[src/rtl/scoreboard_pkg.sv]
// rtl/scoreboard_pkg.sv - shared scoreboard types and constants
package scoreboard_pkg;

    localparam logic [2:0] ST_IDLE    = 3'd0;
    localparam logic [2:0] ST_SHIFT   = 3'd1;
    localparam logic [2:0] ST_CORRECT = 3'd2;
    localparam logic [2:0] ST_DONE    = 3'd3;
    localparam logic [2:0] ST_ERR     = 3'd4;

    typedef enum logic [2:0] {
        S_IDLE    = ST_IDLE,
        S_SHIFT   = ST_SHIFT,
        S_CORRECT = ST_CORRECT,
        S_DONE    = ST_DONE,
        S_ERR     = ST_ERR
    } state_t;

    localparam int BCD_MAX = 9;
    localparam int BIN_W   = 7;
    localparam int N_ITER  = 7;
    localparam int WORK_W  = 8 + BIN_W;

    function automatic logic digit_ok(input logic [3:0] digit);
        return digit <= 4'(BCD_MAX);
    endfunction

endpackage

[src/rtl/bcd_nibble_sub3.sv]
// rtl/bcd_nibble_sub3.sv - reverse double-dabble correction for one BCD nibble
module bcd_nibble_sub3 (
    input  logic [3:0] value,
    output logic [3:0] result
);

    // Nibbles >= 8 after a right shift carried a half-ten; remove the excess 3.
    assign result = (value >= 4'd8) ? (value - 4'd3) : value;

endmodule

[src/rtl/decimal_to_bin.sv]
// rtl/decimal_to_bin.sv - sequential two-digit BCD to 7-bit binary converter
module decimal_to_bin
    import scoreboard_pkg::*;
(
    input  logic       clk_i,
    input  logic       rst_i,
    input  logic       start_i,
    input  logic [3:0] tens_i,
    input  logic [3:0] ones_i,
    output logic       busy_o,
    output logic       valid_o,
    output logic [6:0] bin_o,
    output logic       err_o
);

    state_t              state;
    logic [2:0]          cnt;
    logic [WORK_W-1:0]   work;
    logic [3:0]          tens_fix;
    logic [3:0]          ones_fix;

    bcd_nibble_sub3 u_tens_fix (
        .value  (work[WORK_W-1:WORK_W-4]),
        .result (tens_fix)
    );

    bcd_nibble_sub3 u_ones_fix (
        .value  (work[WORK_W-5:BIN_W]),
        .result (ones_fix)
    );

    always_ff @(posedge clk_i or posedge rst_i) begin
        if (rst_i) begin
            state   <= S_IDLE;
            cnt     <= 3'd0;
            work    <= '0;
            busy_o  <= 1'b0;
            valid_o <= 1'b0;
            err_o   <= 1'b0;
            bin_o   <= 7'd0;
        end else begin
            valid_o <= 1'b0;
            err_o   <= 1'b0;
            case (state)
                S_IDLE: begin
                    if (start_i) begin
                        busy_o <= 1'b1;
                        if (digit_ok(tens_i) && digit_ok(ones_i)) begin
                            work  <= {tens_i, ones_i, {BIN_W{1'b0}}};
                            cnt   <= 3'd0;
                            state <= S_SHIFT;
                        end else begin
                            state <= S_ERR;
                        end
                    end
                end
                S_SHIFT: begin
                    work <= work >> 1;
                    if (cnt == 3'(N_ITER - 1)) begin
                        state <= S_DONE;
                    end else begin
                        cnt   <= cnt + 3'd1;
                        state <= S_CORRECT;
                    end
                end
                S_CORRECT: begin
                    work  <= {tens_fix, ones_fix, work[BIN_W-1:0]};
                    state <= S_SHIFT;
                end
                S_DONE: begin
                    // BCD field is all-zero here; the low bits hold the result.
                    bin_o   <= work[BIN_W-1:0];
                    valid_o <= 1'b1;
                    busy_o  <= 1'b0;
                    state   <= S_IDLE;
                end
                S_ERR: begin
                    err_o  <= 1'b1;
                    busy_o <= 1'b0;
                    state  <= S_IDLE;
                end
                default: begin
                    busy_o <= 1'b0;
                    state  <= S_IDLE;
                end
            endcase
        end
    end

endmodule

[config.mk]
export PLATFORM = sky130hd
export DESIGN_NAME = decimal_to_bin
export DESIGN_NICKNAME = d
export VERILOG_FILES = /design/src/rtl/scoreboard_pkg.sv /design/src/rtl/bcd_nibble_sub3.sv /design/src/rtl/decimal_to_bin.sv
export SDC_FILE = /design/constraint.sdc
export NUM_CORES = 1
export LEC_CHECK = 0
export ABC_AREA = 0
export CAP_MARGIN = 30
export CELL_PAD_IN_SITES_DETAIL_PLACEMENT = 0
export CELL_PAD_IN_SITES_GLOBAL_PLACEMENT = 1
export CORE_ASPECT_RATIO = 1.4
export CORE_MARGIN = 5
export CORE_UTILIZATION = 46
export CTS_CLUSTER_DIAMETER = 50
export DETAILED_ROUTE_END_ITERATION = 10
export PLACE_DENSITY_LB_ADDON = 0.1
export SLEW_MARGIN = 20
export SYNTH_ARGS = -nofsm -noshare
export SYNTH_HDL_FRONTEND = slang
export SYNTH_SLANG_ARGS = --single-unit
[constraint.sdc]
create_clock -name clk_i -period 5.4 [get_ports clk_i]
set_clock_uncertainty 0.1 [all_clocks]
set_input_delay 0.54 -clock clk_i [delete_from_list [all_inputs] [get_ports clk_i]]
set_output_delay 0.54 -clock clk_i [all_outputs]
set_load 0.02 [all_outputs]
==> metrics.cfg, run 1 <==
[outcome]
status = completed

[floorplanning]
die-area_sq_um = 4721
die_h_microns = 79.32
row_count = 25
start_util_pct = 47.18
die_width_microns = 59.52
core_area_sq_um = 3347
io_pins = 21

[clocking]
tritoncts = done
root_buffer = clkbuf_8
cts_sinks = 31
clk_pin_slew_ns = 0.07
ctsResizeCount = 0
numCtsBuffers = 5
cts_buffer_depth = 2
h-tree-depth = 2
ctsHoldBuffers = 0
clock_latency_ns = 0.29
postCtsSetupBuffers = 0

[global_route]
grtUsageTotal_pct = 16.24
grt_pass1_wl_mm = 5.782
grt_max_degree = 32
grt_pass1_vias = 1201
grt.overflow.total = 0
antenna_found_initial = 0

[logic_synthesis]
synth_cell_type_count = 38
synth_area_leaders = dfrtp_1 (49%), a22o_1 (5.0%), mux2_2 (5.0%)
yosysTopAreaCell = dfrtp_1
synth_top_cell_area_share_pct = 49.13
synth_edf_count = 0
synthTopCellsByCount = dfrtp_1 (31), inv_1 (11), o21ai_0 (10), a22o_1 (9)
synth_async_sr_flop_share_pct = 100.0
synth_area_sq_um = 1579
synth_ff_type = dfrtp_1
yosysSeqAreaShare_pct = 49.13
syn_inst = 146
synth.most_common_cell = dfrtp_1
synth-warning-count = 0
synth_fp_nets = 163
synth-seq-cells = 31
avgSynthCellArea_sq_um = 10.82

[min_path]
hold_class = reg -> reg

[drt]
wl_per_cell_microns = 16.19
wirelength_mm = 3.383
drc_errors = 0
drtAntennaViolNets = 0
vias = 1222
drt_iter0_drc = 35
drt_pass1_iterations = 5
vias_per_cell = 5.847

[power]
seq_power_share_pct = 37.1
switching_share_pct = 39.09
p_per_area_nw_per_um2 = 588.6
internal-power_uw = 684.0
power_frac_clock_pct = 20.6
irDropWorstVdd_mv = 0.3499
leakagePower_uw = 0.0008882
pwr-share-comb_pct = 42.3
p_switching_uw = 439.0

[sta]
period_share_pct = 42.04
hold_viol = 0
rsz0062_at_grt = no
finalSetupViolations = 0
relSlewSlack_pct = 56.76
tightest_slew_ns = 0.6458
min_period_ns = 2.270
final_max_slew_viol_count = 0
setup_tns_ns = 0
fmax_mhz = 440.5
fin_hold_ws_ns = 0.4118

[worst_setup_path]
critPathMaxFanout = 8
cp_num_buf_inv = 1
slowest_delay_ns = 0.51
cp_num_cells = 5
critPathLaunchType = input port
critPathRequiredTime_ns = 5.47
critPathTopFamily = compound AO/OA/AOI/OAI gates
path_class = in -> reg
slowest_stage = o21ai_0
worstPathCellList = clkdlybuf4s50_1, o21ai_0, a31oi_1, nand2b_1, a22o_1
r2r_setup_slack_ns = 3.16
crit_path_start = ones_i[1]
reg2reg_from = state[0]
cp-endpoint = work[3]
r2r_end = work[8]
crit_path_end_kind = flip-flop
ff2ff_path_depth = 5
worstPathArrival_ns = 2.34

[placed_design]
routabilityCongestion = 0.8752
portBuffers = 20
hpwl_mm = 2.355
place_area_sq_um = 1795

[final_layout]
final_area_sq_um = 1908
area_growth_pct = 20.84
drive_gt1_share_pct = 13.02
layout.nets = 185
diodes = 0

[job]
max_cap_violations = 0

## cell type report
| class | count | area [sq um] |
|---|---|---|
| repair buffers | 21 | 207.7 |
| multi-input cells | 97 | 704.4 |
| flip-flops and latches | 31 | 775.7 |
| clock buffers | 5 | 68.82 |
| fillers | 275 | 1439 |
| well taps | 40 | 50.05 |
| clock inverters | 3 | 43.79 |
| inverters | 12 | 57.56 |
## layout by cell type, fill, tap and decap left out, types with 2 or more instances in the layout
| cell | Yosys | routed |
|---|---|---|
| and2_1 | 2 | 2 |
| nand2_1 | 7 | 7 |
| nand3_1 | 6 | 6 |
| a2bb2oi_1 | 2 | 2 |
| a221o_1 | 3 | 3 |
| mux2_2 | 7 | 7 |
| and3_1 | 2 | 2 |
| o21ai_0 | 10 | 10 |
| ha_1 | 6 | 6 |
| clkbuf_8 | 0 | 5 |
| clkdlybuf4s50_1 | 0 | 20 |
| a31oi_1 | 4 | 4 |
| a21oi_1 | 7 | 7 |
| o22ai_1 | 2 | 2 |
| nor2_1 | 4 | 4 |
| nor3_1 | 5 | 5 |
| nand2b_1 | 2 | 2 |
| a22o_1 | 9 | 9 |
| a22oi_1 | 3 | 3 |
| inv_1 | 11 | 11 |
| o2bb2ai_1 | 2 | 2 |
| dfrtp_1 | 31 | 31 |
## layer usage
metal,track usage (%),vias to the layer above,wire length [microns]
met2,23.96,35,1627
li1,-,578,-
met1,22.10,602,1546
met4,6.874,0,62
met5,0,-,0
met3,4.390,7,147
## stage by stage
stage | instances | setup slack [ns] | total power [uW] | util (%)
after CTS | 209 | 3.125 | 1129 | 57.01
after global placement | 201 | 2.934 | 882.0 | 53.64
after detailed placement | 201 | 2.838 | 894.7 | 53.64
after global routing | 209 | 2.974 | 1207 | 57.01
final | 209 | 3.130 | 1123 | 57.01
after floorplan | 146 | 3.562 | 766.9 | -
## cells by family (layout without fill, tap and decap cells)
family	after synthesis	after routing	share of synthesized area [%]
simple gates	36	36	12.92
xor+xnor	1	1	0.5548
compound gates	46	46	20.44
mux	8	8	5.943
flops	31	31	49.13
buf+inv	18	41	6.260
fa+ha+maj	6	6	4.754
## power by group through the flow
stage               logic, uW  clock network, uW  registers [uW]
detailed placement        474                  0             420
finish                    475                231             417
global placement          466                  0             416
CTS                       478                235             416
floorplan                 357                  0             410
global route              528                247             432
## worst min path at each step
stage	startpoint	endpoint	slack, ns	depth (start not counted)
6_report	work[0]	work[0]	0.41	1
5_1_grt	work[0]	work[0]	0.43	1
4_1_cts	work[0]	work[0]	0.41	1
3_5_place_dp	work[0]	work[0]	0.39	1
3_3_place_gp	bin_o[5]	bin_o[5]	0.39	1
2_1_floorplan	work[0]	work[0]	0.36	1
## registers in the layout, indices dropped and copies added, names as in the netlist
signal,count
err_o,1
state,3
busy_o,1
work,15
valid_o,1
bin_o,7
cnt,3
No activity file was read; power rests on OpenSTA's default activity.
==> inputs of run 2 (changes only) <==
Settings changed: CORE_UTILIZATION 46 to 42.
Clock period 5.4 ns to 2.1 ns, I/O delays scaled along.
==> metrics.cfg, run 2 (synthesis results as in run 1) <==
[outcome]
status = completed

[floorplanning]
core_area_sq_um = 3643
die_width_microns = 61.82
io_pins = 21
die_h_microns = 82.55
die-area_sq_um = 5103
row_count = 26
start_util_pct = 43.34

[worst_setup_path]
cp_num_buf_inv = 1
slowest_stage = or3b_1
worstPathArrival_ns = 1.94
critPathTopFamily = simple AND/OR/NAND/NOR gates
cp_num_cells = 5
ff2ff_path_depth = 5
path_class = reg -> reg
critPathRequiredTime_ns = 2.18
slowest_delay_ns = 0.50
worstPathCellList = or3b_1, clkinv_8, nor2_4, a221o_1, mux2_4
critPathMaxFanout = 17
critPathLaunchType = flip-flop
crit_path_end_kind = flip-flop

[sta]
fmax_mhz = 536.3
rsz0062_at_grt = no
relSlewSlack_pct = 74.43
min_period_ns = 1.865
setup_slack_ns = 0.2353
final_max_slew_viol_count = 0
setup_tns_ns = 0
hold_viol = 0
period_share_pct = 88.80
finalSetupViolations = 0
tightest_slew_ns = 0.3836

[drt]
drt_iter0_drc = 30
wl_per_cell_microns = 16.02
drt_pass1_iterations = 4
drtAntennaViolNets = 0
wirelength_mm = 3.508
vias_per_cell = 5.840
drc_errors = 0
vias = 1279

[clocking]
h-tree-depth = 2
postCtsSetupBuffers = 0
cts_buffer_depth = 2
cts_sinks = 31
ctsResizeCount = 0
tritoncts = done
clock_latency_ns = 0.29
numCtsBuffers = 5
clk_pin_slew_ns = 0.07
root_buffer = clkbuf_8
ctsHoldBuffers = 0

[job]
max_cap_violations = 0

[global_route]
grt_pass1_wl_mm = 5.885
grtUsageTotal_pct = 15.74
grt_max_degree = 32
grt.overflow.total = 0
antenna_found_initial = 0
grt_pass1_vias = 1257

[power]
pwr-share-comb_pct = 47.7
p_per_area_nw_per_um2 = 1465
switching_share_pct = 40.60
internal-power_uw = 1694
seq_power_share_pct = 35.7
power_frac_clock_pct = 16.6
leakagePower_uw = 0.0009092
irDropWorstVdd_mv = 0.8770
p_switching_uw = 1158

[final_layout]
fill_cells = 363
largest_reg_flops = 15
layout.nets = 193
top_regs = work (15), bin_o (7)
area_growth_pct = 23.30
diodes = 0
top_register = work
layout.cells.most_common = dfrtp_1
drive_gt1_share_pct = 16.95
final_cell_mix = dfrtp_1 (31), clkdlybuf4s50_1 (20), inv_1 (11)

[placed_design]
post-place-ws_ns = 0.1304
hpwl_mm = 2.528
portBuffers = 20
routabilityCongestion = 0.8842

[min_path]
hold_class = in -> async

run 2: changes by cell type in the layout (fill, tap and decap cells not counted), sizes merged:
| cell | change |
|---|---|
| bufinv | -1 |
| clkinv | -1 |
| buf | +8 |
| clkinvlp | +2 |
run 2: worst paths after layout:
check,startpoint,to,slack [ns]
min,rst_i,bin_o[1],0.20
min in group clk_i,work[0],work[0],0.40
max reg2reg,state[1],work[8],0.24
max,state[1],work[8],0.24
min reg2reg,work[0],work[0],0.40
max in group asynchronous,rst_i,work[8],1.42
run 2: worst min-delay path, cell delays in order:
cell,delay [ns]
clkdlybuf4s50_1,0.40
inv_1,0.05
buf_4,0.35
run 2: power by group through the flow:
stage          Combinational [uW]  Sequential, uW  Clock (uW)
2_1_floorplan                 919            1050           0
3_3_place_gp                 1350            1020           0
3_5_place_dp                 1360            1030           0
4_1_cts                      1370            1020         495
5_1_grt                      1500            1050         514
6_report                     1360            1020         473
run 2: layout make-up:
class | count | area (sq um) | area share (%)
Sequential cell | 31 | 775.7 | 39.85
Clock buffer | 5 | 68.82 | 3.535
Inverter | 12 | 57.56 | 2.956
Timing Repair Buffer | 29 | 267.8 | 13.75
Multi-Input combinational cell | 97 | 704.4 | 36.18
Clock inverter | 3 | 20.02 | 1.028
Tap cell | 42 | 52.55 | 2.699
run 2: routing by layer:
| layer | vias up | share of wire (%) | global-route usage (%) |
|---|---|---|---|
| met5 | - | 0 | 0 |
| met4 | 0 | 2.5 | 7.856 |
| met3 | 11 | 5.2 | 4.510 |
| met2 | 43 | 49 | 25.05 |
| met1 | 630 | 43 | 19.02 |
| li1 | 595 | - | - |
run 2: per-stage QoR:
step	instances	utilization, %	hold slack, ns	power [uW]	instance area [sq um]
detailed placement	211	51.00	0.3913	2391	1858
floorplan	146	-	0.2135	1972	1579
global route	219	53.43	0.2495	3068	1947
finish	219	53.43	0.1995	2852	1947
CTS	219	53.43	0.2122	2886	1947
global placement	211	51.00	0.3882	2369	1858
